$ cat config.mk
export PLATFORM = sky130hd
export DESIGN_NAME = wb_downsizer
export DESIGN_NICKNAME = d
export VERILOG_FILES = /design/src/rtl/wb_downsizer.sv
export SDC_FILE = /design/constraint.sdc
export NUM_CORES = 1
export LEC_CHECK = 0
export CORE_AREA = 10 10 142 274
export DETAILED_ROUTE_END_ITERATION = 10
export DIE_AREA = 0 0 152 284
export GPL_ROUTABILITY_DRIVEN = 0
export MAX_ROUTING_LAYER = met4
export PLACE_DENSITY = 0.8
export SLEW_MARGIN = 10
export SYNTH_ARGS = -nofsm -noshare
export SYNTH_HDL_FRONTEND = slang
export SYNTH_SLANG_ARGS = --single-unit
$ cat constraint.sdc
create_clock -name clk -period 2.99 [get_ports clk]
set_input_delay 0.598 -clock clk [delete_from_list [all_inputs] [get_ports clk]]
set_output_delay 0.598 -clock clk [all_outputs]
set_load 0.02 [all_outputs]
$ cat src/rtl/wb_downsizer.sv
// wb_downsizer
//   Wishbone classic bridge from a wide upstream bus (UP_WIDTH) to a narrow
//   downstream slave (DN_WIDTH). Each wide access is split into one narrow
//   beat per data chunk that has at least one sel bit set, lowest chunk
//   first. Read data is reassembled into a buffer. The upstream side gets a
//   single ack/err/rty pulse at the end.
//
// Ports
//   clk, rst             clock, synchronous active-high reset
//   s_adr_i..s_cyc_i     upstream request (address in UP_WIDTH words)
//   s_dat_o              reassembled read data (read buffer)
//   s_ack_o/err_o/rty_o  upstream termination, one-cycle pulse
//   m_adr_o..m_cyc_o     downstream request (address in DN_WIDTH words)
//   m_dat_i              downstream read data
//   m_ack_i/err_i/rty_i  downstream terminations
//   dbg_state            current FSM state (0 idle, 1 bus, 2 resp)
//
// Handshake: a request is taken when s_cyc_i & s_stb_i are sampled high in
// IDLE. Downstream, m_cyc_o/m_stb_o stay high and every m_* field is held
// until a termination is sampled. The upstream master must drop or replace
// its strobe after the termination pulse. Requests are taken only from the
// cycle after that pulse onward. Dropping s_cyc_i while a beat is
// outstanding aborts the access silently.
// All outputs come straight from flops.

module wb_downsizer #(
  parameter int UP_WIDTH    = 128,
  parameter int DN_WIDTH    = 32,
  parameter int ADDR_WIDTH  = 32,
  parameter int GRANULARITY = 8
) (
  input  logic                            clk,
  input  logic                            rst,
  input  logic [ADDR_WIDTH-1:0]           s_adr_i,
  input  logic [UP_WIDTH-1:0]             s_dat_i,
  output logic [UP_WIDTH-1:0]             s_dat_o,
  input  logic                            s_we_i,
  input  logic [UP_WIDTH/GRANULARITY-1:0] s_sel_i,
  input  logic                            s_stb_i,
  input  logic                            s_cyc_i,
  output logic                            s_ack_o,
  output logic                            s_err_o,
  output logic                            s_rty_o,
  output logic [ADDR_WIDTH-1:0]           m_adr_o,
  output logic [DN_WIDTH-1:0]             m_dat_o,
  input  logic [DN_WIDTH-1:0]             m_dat_i,
  output logic                            m_we_o,
  output logic [DN_WIDTH/GRANULARITY-1:0] m_sel_o,
  output logic                            m_stb_o,
  output logic                            m_cyc_o,
  input  logic                            m_ack_i,
  input  logic                            m_err_i,
  input  logic                            m_rty_i,
  output logic [1:0]                      dbg_state
);

  localparam int RATIO  = UP_WIDTH / DN_WIDTH;
  localparam int BW     = $clog2(RATIO);
  localparam int UP_SEL = UP_WIDTH / GRANULARITY;
  localparam int DN_SEL = DN_WIDTH / GRANULARITY;

  typedef enum logic [1:0] {
    IDLE = 2'd0,
    BUS  = 2'd1,
    RESP = 2'd2
  } state_t;

  state_t state, state_nxt;

  // Request latched in IDLE
  logic [ADDR_WIDTH-1:0] adr_q;
  logic [UP_WIDTH-1:0]   dat_q;
  logic [UP_SEL-1:0]     sel_q;
  logic                  we_q;
  logic [BW-1:0]         beat;

  logic req;
  assign req = s_cyc_i & s_stb_i;

  assign dbg_state = state;

  // Lowest chunk of the incoming request that has any sel bit set
  logic          first_any;
  logic [BW-1:0] first_beat;
  always_comb begin
    first_any  = 1'b0;
    first_beat = '0;
    for (int i = RATIO - 1; i >= 0; i--) begin
      if (s_sel_i[i*DN_SEL +: DN_SEL] != '0) begin
        first_any  = 1'b1;
        first_beat = i[BW-1:0];
      end
    end
  end

  // Next selected chunk strictly above the current beat. Because it is
  // always above, the beat counter never wraps within one access.
  logic          more;
  logic [BW-1:0] nxt_beat;
  always_comb begin
    more     = 1'b0;
    nxt_beat = '0;
    for (int i = RATIO - 1; i >= 0; i--) begin
      if (i > int'(beat) && sel_q[i*DN_SEL +: DN_SEL] != '0) begin
        more     = 1'b1;
        nxt_beat = i[BW-1:0];
      end
    end
  end

  // State register
  always_ff @(posedge clk) begin
    if (rst) state <= IDLE;
    else     state <= state_nxt;
  end

  // Next-state logic. An abort (s_cyc_i low) wins over any termination.
  // Among terminations, err wins over rty, and rty wins over ack.
  always_comb begin
    state_nxt = state;
    case (state)
      IDLE: begin
        if (req) state_nxt = first_any ? BUS : RESP;
      end
      BUS: begin
        if (!s_cyc_i)                state_nxt = IDLE;
        else if (m_err_i || m_rty_i) state_nxt = RESP;
        else if (m_ack_i && !more)   state_nxt = RESP;
      end
      RESP:    state_nxt = IDLE;
      default: state_nxt = IDLE;
    endcase
  end

  // Output logic: computes the value each registered output takes next cycle
  logic                  m_cyc_nxt, m_stb_nxt, m_we_nxt;
  logic [ADDR_WIDTH-1:0] m_adr_nxt;
  logic [DN_WIDTH-1:0]   m_dat_nxt;
  logic [DN_SEL-1:0]     m_sel_nxt;
  logic                  s_ack_nxt, s_err_nxt, s_rty_nxt;
  logic [BW-1:0]         beat_nxt;

  always_comb begin
    m_cyc_nxt = 1'b0;
    m_stb_nxt = 1'b0;
    m_we_nxt  = 1'b0;
    m_adr_nxt = '0;
    m_dat_nxt = '0;
    m_sel_nxt = '0;
    s_ack_nxt = 1'b0;
    s_err_nxt = 1'b0;
    s_rty_nxt = 1'b0;
    beat_nxt  = beat;
    case (state)
      IDLE: begin
        if (req) begin
          beat_nxt = first_beat;
          if (first_any) begin
            m_cyc_nxt = 1'b1;
            m_stb_nxt = 1'b1;
            m_we_nxt  = s_we_i;
            // Narrow address is the wide address scaled up, with the beat
            // index as its low bits.
            m_adr_nxt = (s_adr_i << BW) | {{(ADDR_WIDTH-BW){1'b0}}, first_beat};
            m_dat_nxt = s_dat_i[first_beat*DN_WIDTH +: DN_WIDTH];
            m_sel_nxt = s_sel_i[first_beat*DN_SEL +: DN_SEL];
          end else begin
            // Nothing selected: terminate right away
            s_ack_nxt = 1'b1;
          end
        end
      end
      BUS: begin
        if (s_cyc_i) begin
          if (m_err_i) begin
            s_err_nxt = 1'b1;
          end else if (m_rty_i) begin
            s_rty_nxt = 1'b1;
          end else if (m_ack_i && !more) begin
            s_ack_nxt = 1'b1;
          end else begin
            // Still waiting on the current beat, or moving to the next one.
            // Either way the downstream cycle stays open.
            if (m_ack_i) beat_nxt = nxt_beat;
            m_cyc_nxt = 1'b1;
            m_stb_nxt = 1'b1;
            m_we_nxt  = we_q;
            m_adr_nxt = (adr_q << BW) | {{(ADDR_WIDTH-BW){1'b0}}, beat_nxt};
            m_dat_nxt = dat_q[beat_nxt*DN_WIDTH +: DN_WIDTH];
            m_sel_nxt = sel_q[beat_nxt*DN_SEL +: DN_SEL];
          end
        end
      end
      default: ;
    endcase
  end

  // The read buffer drives s_dat_o directly. Chunks that are never fetched
  // stay zero because the buffer is cleared when a request is taken.
  logic [UP_WIDTH-1:0] rbuf_nxt;
  always_comb begin
    rbuf_nxt = s_dat_o;
    if (state == IDLE && req) begin
      rbuf_nxt = '0;
    end else if (state == BUS && s_cyc_i && m_ack_i && !m_err_i && !m_rty_i && !we_q) begin
      rbuf_nxt[beat*DN_WIDTH +: DN_WIDTH] = m_dat_i;
    end
  end

  // Datapath and output registers
  always_ff @(posedge clk) begin
    if (rst) begin
      adr_q   <= '0;
      dat_q   <= '0;
      sel_q   <= '0;
      we_q    <= 1'b0;
      beat    <= '0;
      s_dat_o <= '0;
      s_ack_o <= 1'b0;
      s_err_o <= 1'b0;
      s_rty_o <= 1'b0;
      m_adr_o <= '0;
      m_dat_o <= '0;
      m_sel_o <= '0;
      m_we_o  <= 1'b0;
      m_stb_o <= 1'b0;
      m_cyc_o <= 1'b0;
    end else begin
      if (state == IDLE && req) begin
        adr_q <= s_adr_i;
        dat_q <= s_dat_i;
        sel_q <= s_sel_i;
        we_q  <= s_we_i;
      end
      beat    <= beat_nxt;
      s_dat_o <= rbuf_nxt;
      s_ack_o <= s_ack_nxt;
      s_err_o <= s_err_nxt;
      s_rty_o <= s_rty_nxt;
      m_adr_o <= m_adr_nxt;
      m_dat_o <= m_dat_nxt;
      m_sel_o <= m_sel_nxt;
      m_we_o  <= m_we_nxt;
      m_stb_o <= m_stb_nxt;
      m_cyc_o <= m_cyc_nxt;
    end
  end

endmodule

==> results_dict.tcl, run 1 <==
set metrics [dict create \
    ys.flop_type "dfxtp_1" \
    critPathLaunchType "primary input" \
    grt_pass1_wl_microns 98100 \
    cts_tree "yes" \
    cts_setup_buffers 0 \
    hold_viol 0 \
    synth_top_family_by_area "compound AO/OA/AOI/OAI gates" \
    wl_per_cell_microns 22.0 \
    dpl.hpwl_microns 44500 \
    p_total_mw 11.1 \
    yosys.area_share.adder_pct 0.442 \
    final_common_cell "nand2_1" \
    clockRootBuffer "clkbuf_16" \
    synth.avg_cell_area_sq_um 8.08 \
    die_area_sq_um 43200 \
    ioPinCount 420 \
    yosys.cell_types.count 47 \
    ant_nets 0 \
    slew_headroom_pct 29.8 \
    coreArea_sq_um 34400 \
    grt_pass1_vias 17800 \
    drive_above_1_share_pct 8.89 \
    synthToLayoutAreaGrowth_pct 35.3 \
    drt_iter0_markers 1549 \
    antenna_found_initial 10 \
    dp.cells 2843 \
    finalSetupViolCount 0 \
    cp.required_ns 3.42 \
    dieWidth_microns 152 \
    clkSinkCount 380 \
    final_area_sq_um 23000 \
    drtPass1Iterations 5 \
    avgViaCountPerCell 6.07 \
    port_buffers 417 \
    cts.clk_slew.worst_paths_ns 0.06 \
    critPathCapture "m_dat_o[2]" \
    synth_compound_area_share_pct 24.4 \
    synth_area_leaders "dfxtp_1 45%, nand2_1 13%, a21oi_1 9.3%, nand3_1 5.1%, mux2i_1 4.3%" \
    cp-end-kind "flop" \
    holdBufCountCts 0 \
    grt_setup_unrepaired "false" \
    synth_nets 2325 \
    final_cell_mix "589 x nand2_1, 415 x clkdlybuf4s50_1, 380 x dfxtp_1, 315 x a21oi_1, 172 x nand3_1" \
    synth_xor_area_share_pct 0 \
    cts_max_level 2 \
    hold_path_class "flop to flop" \
    grt_max_degree 77 \
    final_cells 2914 \
    route.detailed.drc 0 \
    skew_ns 0.0154 \
    critical-path-slowest-cell "or4_2" \
    ctsResizeCount 0 \
    dieHeight_microns 284 \
    reg2regPathDepth 8 \
    row_count 96 \
    arrival_ns 3.05 \
    synth_top_area_cell "dfxtp_1" \
    critPathMaxFanout 32 \
    drt-total-wl_microns 64200 \
    fin_crit_ns 2.62 \
    critPathKind "primary input to flop" \
    nets 2661 \
    maxCapViolations 0 \
    fin_setup_tns_ns 0 \
    p_per_area_nw_per_um2 483 \
    dpl_cell_area_sq_um 21900 \
    cp-startpoint "s_sel_i[0]" \
    finalCritPeriodShare_pct 87.5 \
    vias 17700 \
    r2r_start "beat[0]" \
    cpPeakStageDelay_ns 0.87 \
    synth-warning-count 0 \
    place_ws_ns -0.104 \
    power.leakage_nw 7.90 \
    ys_ff_latch 380 \
    ir_drop_v 0.000437 \
    synth-seq-area-share_pct 44.8 \
    cp_cell_sequence "clkdlybuf4s50_1, or4_2, buf_12, nor2_4, buf_12, a22o_1, a22oi_1, o221ai_1" \
    rrSetupSlack_ns 0.54 \
    fmax_mhz 382 \
    tightest_slew_ns 1.05 \
    insertion_delay_ns 0.53 \
    layout_setup_ws_ns 0.375 \
    outcome "finished clean" \
    grtUsageTotal_pct 28.5 \
    clockBufferDepth 3 \
    numCtsBuffers 35 \
    netlist_area_sq_um 17000 \
    reg2reg_to "m_dat_o[8]" \
    gr-total-overflow 0 \
    async_flop_share_pct 0 \
    cpMostUsedCell "buf_12" \
    initial_core_util_pct 49.5 \
    drv_slew 0 \
    synthSimpleGateAreaFrac_pct 20.8 \
    synth_mux_area_share_pct 4.30 \
    netlist_instances 2103 \
    synth_edf_count 0 \
    yosysTopAreaCellShare_pct 44.8 \
]
## cell type report
type / count / area [sq um]
clock inverter: 12 / 73.8
tap: 441 / 552
fill: 2824 / 11400
inverter: 6 / 22.5
clock buffer: 49 / 1020
multi-input combinational: 1519 / 8610
antenna: 10 / 25.0
timing repair buffer: 497 / 5070
sequential: 380 / 7610
## state kept, by name (all words and copies together), names as in the netlist, 2 cells and up
| name | flops |
|---|---|
| adr_q | 30 |
| beat | 2 |
| m_dat_o | 32 |
| sel_q | 16 |
| m_sel_o | 4 |
| dbg_state | 2 |
| dat_q | 128 |
| m_adr_o | 32 |
| s_dat_o | 128 |
## critical path, delay by kind of cell
family	cells	cell delay [ns]
AOI/OAI and AO/OA	3	0.46
buffers and inverters	3	0.98
and+or+nand+nor	2	0.98
## synthesized netlist by cell type, types with 28 or more instances
cell type  count
a21oi_1      315
a22o_1        64
a22oi_1       32
a2bb2oi_2     28
buf_2         33
clkbuf_1     152
dfxtp_1      380
mux2i_1       73
nand2_1      590
nand3_1      173
nor2_1        39
o211ai_1      69
o21ai_1       31
## metal layers
metal	up-vias	part of all wire, %	track usage (%)
li1	8038	-	-
met1	8354	35	28.8
met2	1062	51	49.3
met3	245	7.8	5.01
met4	0	6.4	19.0
met5	-	0	-
## through the flow
step | hold slack, ns | utilization, %
2_1_floorplan | 0.436 | -
3_3_place_gp | 0.437 | 63.7
3_5_place_dp | 0.443 | 63.7
4_1_cts | 0.452 | 66.8
5_1_grt | 0.468 | 66.9
6_report | 0.452 | 66.9
## worst min-delay path by stage
| stage | depth (start not counted) | endpoint | slack [ns] | start |
|---|---|---|---|---|
| after global placement | 2 | s_dat_o[52] | 0.44 | s_dat_o[52] |
| final | 2 | s_dat_o[44] | 0.45 | s_dat_o[44] |
| after global routing | 2 | s_dat_o[48] | 0.47 | s_dat_o[48] |
| after floorplan | 2 | dat_q[64] | 0.44 | dat_q[64] |
| after detailed placement | 2 | s_dat_o[44] | 0.44 | s_dat_o[44] |
| after CTS | 2 | s_dat_o[44] | 0.45 | s_dat_o[44] |
## cells by family (layout without fill, tap and decap cells)
family	after synthesis	count (layout)
fa+ha+maj	6	6
other cells	0	10
buf+inv	204	564
mux	73	73
compound gates	600	600
simple gates	840	840
flops	380	380
## report_power, final
| group | total (mW) | internal (mW) | switching [mW] |
|---|---|---|---|
| clock | 4.37 | 2.40 | 1.97 |
| sequential | 5.29 | 5.20 | 0.0885 |
| combinational | 1.45 | 0.644 | 0.809 |
Note: power is estimated with default switching activity, not from simulation.
==> run 2: changes to the inputs <==
--- a/config.mk
+++ b/config.mk
@@ -10,7 +10,7 @@
 export DIE_AREA = 0 0 152 284
 export GPL_ROUTABILITY_DRIVEN = 0
 export MAX_ROUTING_LAYER = met4
-export PLACE_DENSITY = 0.8
+export PLACE_DENSITY = 0.86
 export SLEW_MARGIN = 10
 export SYNTH_ARGS = -nofsm -noshare
 export SYNTH_HDL_FRONTEND = slang
==> run 2 against run 1 <==
  * Combinational power about the same
  * Sequential share of layout area rose by 0.18 points
  * Maximum frequency is 6.6% lower
  * Die area is the same
  * Critical path depth is 3 lower
  * Count of clock-buffer cells in the layout increased by 4
  * Worst setup slack lost 0.18 ns
  * Largest cell class unchanged
==> results_dict.tcl, run 2 (same netlist as run 1, synthesis figures left out) <==
set metrics [dict create \
    drt_iter0_markers 1760 \
    place_ws_ns -0.0348 \
    route.detailed.drc 0 \
    slew_headroom_pct 14.9 \
    hold_viol 0 \
    fmax_mhz 357 \
    finalSetupViolCount 0 \
    insertion_delay_ns 0.53 \
    coreArea_sq_um 34400 \
    maxCapViolations 0 \
    critPathMaxFanout 32 \
    gr-total-overflow 0 \
    fillers 2733 \
    final_common_cell "nand2_1" \
    ir_drop_v 0.000503 \
    wl_per_cell_microns 22.3 \
    cts_setup_buffers 0 \
    fin_crit_ns 2.80 \
    outcome "finished clean" \
    dieWidth_microns 152 \
    grt_setup_unrepaired "false" \
    seq_area_sq_um 7610 \
    clockRootBuffer "clkbuf_16" \
    clkSinkCount 380 \
    critical-path-slowest-cell "o41ai_4" \
    critPathKind "flop to flop" \
    row_count 96 \
    final_area_sq_um 22900 \
    ant_nets 0 \
    final_cell_mix "589 x nand2_1, 415 x clkdlybuf4s50_1, 380 x dfxtp_1, 315 x a21oi_1, 172 x nand3_1" \
    power.leakage_nw 7.85 \
    p_per_area_nw_per_um2 486 \
    cp-end-kind "flop" \
    cts_tree "yes" \
    grt_max_degree 169 \
    holdBufCountCts 0 \
    whs_ns 0.360 \
    dieHeight_microns 284 \
    cp.required_ns 3.39 \
    fin_setup_tns_ns 0 \
    vias 17900 \
    arrival_ns 3.20 \
    drive_above_1_share_pct 8.39 \
    p_total_mw 11.1 \
    die_area_sq_um 43200 \
    cts_max_level 2 \
    hold_path_class "primary input to flop" \
    drtPass1Iterations 6 \
    grt_pass1_wl_microns 98600 \
    ioPinCount 420 \
    nets 2655 \
    ctsResizeCount 0 \
    dpl.hpwl_microns 44800 \
    skew_ns 0.0189 \
    grtUsageTotal_pct 28.7 \
    layout_setup_ws_ns 0.190 \
    numCtsBuffers 35 \
    reg_top3 "dat_q x128, s_dat_o x128" \
    cp_cell_sequence "o41ai_4, mux2i_4, a22o_1, o21ai_0, o221ai_1" \
    multi_input_area_sq_um 8610 \
    initial_core_util_pct 49.5 \
    antenna_found_initial 7 \
    critPathLaunchType "flop" \
    grt_pass1_vias 18000 \
    finalCritPeriodShare_pct 93.6 \
    dpl_cell_area_sq_um 21800 \
    tightest_slew_ns 1.25 \
    avgViaCountPerCell 6.17 \
    clockBufferDepth 3 \
    cts.clk_slew.worst_paths_ns 0.07 \
    drv_slew 0 \
    port_buffers 417 \
    cpPeakStageDelay_ns 0.96 \
    drt-total-wl_microns 64800 \
    synthToLayoutAreaGrowth_pct 34.5 \
]
==> run 2: final timing paths <==
kind                    start     endpoint  slack [ns]  cells past startpoint
setup / recovery     sel_q[4]   m_dat_o[0]        0.19                      5
hold / removal            rst    adr_q[24]        0.36                      2
setup reg to reg     sel_q[4]   m_dat_o[0]        0.19                      5
hold reg to reg   s_dat_o[40]  s_dat_o[40]        0.45                      2
==> run 2: cell type report <==
cell class,count,share of cell area (%)
Clock buffer,53,4.44
Clock inverter,7,0.290
Inverter,6,0.0985
Antenna cell,8,0.0876
Multi-Input combinational cell,1519,37.7
Sequential cell,380,33.3
Timing Repair Buffer,491,21.7
Tap cell,441,2.41
==> run 2: where the power goes <==
group | total [mW] | switching [mW] | internal [mW]
logic | 1.44 | 0.809 | 0.634
registers | 5.29 | 0.0913 | 5.20
clock network | 4.38 | 1.94 | 2.44
==> run 2: stage by stage <==
step / cells / utilization [%]
2_1_floorplan: 2103 / -
3_3_place_gp: 2837 / 63.3
3_5_place_dp: 2837 / 63.3
4_1_cts: 2897 / 66.5
5_1_grt: 2905 / 66.6
6_report: 2905 / 66.6
==> run 2: critical path, delay by kind of cell, from the launching register on <==
family	cells	cell delay (ns)
compound gates	4	1.69
flops	1	0.37
mux	1	0.59
==> run 2: layer usage <==
metal  share of wire (%)  GRT usage (%)  up-vias  wire length (microns)
met3                 8.2           5.33      328                   5300
met2                  51           49.3     1200                  33000
met1                  34           28.3     8382                  21900
met5                   0              -        -                      0
li1                    -              -     8017                      -
met4                 7.0           21.1        0                   4560
==> run 3: changes to the inputs <==
--- a/config.mk
+++ b/config.mk
@@ -5,6 +5,7 @@
 export SDC_FILE = /design/constraint.sdc
 export NUM_CORES = 1
 export LEC_CHECK = 0
+export ABC_AREA = 1
 export CORE_AREA = 10 10 142 274
 export DETAILED_ROUTE_END_ITERATION = 10
 export DIE_AREA = 0 0 152 284
==> run 3 against run 2 <==
  * Worst setup slack improved by 0.28 ns
  * Hold slack improved by 0.081 ns
  * Sequential share of layout area rose by 0.095 points
  * Die area did not move
  * Largest power group unchanged
  * Flip-flop and latch count did not move
  * Register-to-register slack improved by 0.28 ns
  * Synthesized cell count rose by 17%
  * Non-clock buffer count fell by 27
==> results_dict.tcl, run 3 <==
set metrics [dict create \
    outcome "finished clean" \
    synthSimpleGateAreaFrac_pct 25.2 \
    synth_xor_area_share_pct 0 \
    clkSinkCount 380 \
    finalCritPeriodShare_pct 84.4 \
    tightest_slew_ns 1.26 \
    synth_compound_area_share_pct 18.2 \
    fmax_mhz 396 \
    fillers 2806 \
    power.leakage_nw 9.15 \
    antenna_found_initial 10 \
    coreArea_sq_um 34400 \
    synth_mux_area_share_pct 0 \
    ir_drop_v 0.000559 \
    cts_setup_buffers 0 \
    maxCapViolations 0 \
    yosysTopAreaCellShare_pct 44.8 \
    multi_input_area_sq_um 7490 \
    nets 2990 \
    async_flop_share_pct 0 \
    ys_ff_latch 380 \
    grt_pass1_wl_microns 97200 \
    cts_tree "yes" \
    critical-path-slowest-cell "dfxtp_1" \
    synth-seq-area-share_pct 44.8 \
    ctsResizeCount 0 \
    grt_max_degree 140 \
    drtPass1Iterations 6 \
    synth_nets 2680 \
    dpl_cell_area_sq_um 21600 \
    cp-end-kind "flop" \
    final_cell_mix "451 x nand2_1, 417 x clkdlybuf4s50_1, 379 x dfxtp_1, 341 x a21oi_1, 294 x nand3_1" \
    drv_slew 0 \
    fin_crit_ns 2.52 \
    die_area_sq_um 43200 \
    dieWidth_microns 152 \
    cpMostUsedCell "nand2_1" \
    final_common_cell "nand2_1" \
    cpPeakStageDelay_ns 0.43 \
    insertion_delay_ns 0.53 \
    ant_nets 0 \
    whs_ns 0.442 \
    yosys.area_share.adder_pct 0.442 \
    clockBufferDepth 3 \
    cp.required_ns 3.39 \
    port_buffers 417 \
    cts_max_level 2 \
    synth-warning-count 0 \
    synthToLayoutAreaGrowth_pct 34.3 \
    crit_family "simple AND/OR/NAND/NOR gates" \
    synth_edf_count 0 \
    row_count 96 \
    route.detailed.drc 0 \
    synth.avg_cell_area_sq_um 6.91 \
    hold_path_class "flop to flop" \
    dpl.hpwl_microns 43500 \
    synth_top_area_cell "dfxtp_1" \
    cts.clk_slew.worst_paths_ns 0.07 \
    skew_ns 0.0282 \
    hold_viol 0 \
    p_per_area_nw_per_um2 510 \
    synth_area_leaders "dfxtp_1 45%, a21oi_1 10%, nand2_1 10%, nand3_1 8.7%, o21ai_0 7.8%" \
    numCtsBuffers 34 \
    synth_top_family_by_area "simple AND/OR/NAND/NOR gates" \
    yosys.cell_types.count 31 \
    netlist_area_sq_um 17000 \
    holdBufCountCts 0 \
    critPathMaxFanout 18 \
    reg_top3 "dat_q x128, s_dat_o x128" \
    slew_headroom_pct 15.9 \
    final_area_sq_um 22800 \
    dieHeight_microns 284 \
    ioPinCount 420 \
    cp_cell_sequence "inv_1, ha_1, a21oi_2, nand2_2, nand2_2, buf_4, nand2_1, nand3_1, nand2_1, nand2_1, a21oi_1" \
    drt-total-wl_microns 63300 \
    path_buf_inv 2 \
    gr-total-overflow 0 \
    grtUsageTotal_pct 28.1 \
    clockRootBuffer "clkbuf_16" \
    grt_setup_unrepaired "false" \
    wl_per_cell_microns 19.5 \
    critPathLaunchType "flop" \
    critPathKind "flop to flop" \
    avgViaCountPerCell 5.68 \
    initial_core_util_pct 49.4 \
    seq_area_sq_um 7610 \
    ys.flop_type "dfxtp_1" \
    finalSetupViolCount 0 \
    grt_pass1_vias 18100 \
    drt_iter0_markers 1769 \
    drive_above_1_share_pct 4.73 \
    synthTopCellsByCount "453 x nand2_1, 380 x dfxtp_1, 341 x a21oi_1" \
    netlist_instances 2458 \
    yosysMostFrequentCell "nand2_1" \
    arrival_ns 2.92 \
    vias 18400 \
]
run 3: changes by cell type in the layout (fill, tap and decap cells not counted), sizes merged, moves of 73 or more:
cell and delta:
nand2 -136, inv +294, nand3 +125, mux2i -73, nor2 +105, o21ai +230
run 3: layout make-up:
class                           instances  area share (%)
Multi-Input combinational cell       1588            32.9
Clock inverter                         14           0.927
Sequential cell                       380            33.4
Antenna cell                           10           0.110
Timing Repair Buffer                  464            21.2
Clock buffer                           45            4.18
Tap cell                              441            2.42
Inverter                              300            4.95
run 3: final timing paths:
| check | startpoint | to | slack (ns) | depth (start not counted) |
|---|---|---|---|---|
| min | s_dat_o[47] | s_dat_o[47] | 0.44 | 2 |
| min reg2reg | s_dat_o[47] | s_dat_o[47] | 0.44 | 2 |
| max reg2reg | beat[1] | m_dat_o[10] | 0.47 | 11 |
| max | beat[1] | m_dat_o[10] | 0.47 | 11 |
run 3: worst register-to-register path: stages, from the launching register on:
cell and delay, ns:
dfxtp_1 0.43, inv_1 0.19, ha_1 0.32, a21oi_2 0.28, nand2_2 0.12, nand2_2 0.31
buf_4 0.33, nand2_1 0.09, nand3_1 0.12, nand2_1 0.07, nand2_1 0.06, a21oi_1 0.06
run 3: cell families after synthesis:
group / after synthesis
and+or+nand+nor: 968
buffers and inverters: 490
adders and majority gates: 6
DFF: 380
AOI/OAI and AO/OA: 614
run 3: metrics by stage:
stage	TNS (ns)	std cells	power [mW]	utilization [%]	setup slack, ns
finish	0	3242	11.6	66.4	0.468
global route	0	3242	12.0	66.4	0.304
CTS	0	3232	11.6	66.3	0.516
detailed placement	-0.00630	3173	7.02	62.9	-0.00630
global placement	-0.00307	3173	6.97	62.9	-0.00307
floorplan	0	2458	6.29	-	0.899
run 3: metal layers:
layer / wire length [microns] / global-route usage (%) / share of wire (%) / up-vias
met5: 0 / - / 0 / -
met4: 3820 / 17.2 / 6.0 / 0
met3: 5920 / 6.02 / 9.4 / 246
met2: 31600 / 47.9 / 50 / 1228
met1: 21900 / 28.9 / 35 / 8341
li1: - / - / - / 8598
run 3: where the power goes:
group          switching [mW]  total [mW]  internal, mW
Combinational           0.960        1.62         0.663
Clock                    1.98        4.68          2.69
Sequential             0.0781        5.32          5.25
Total                    3.02        11.6          8.60
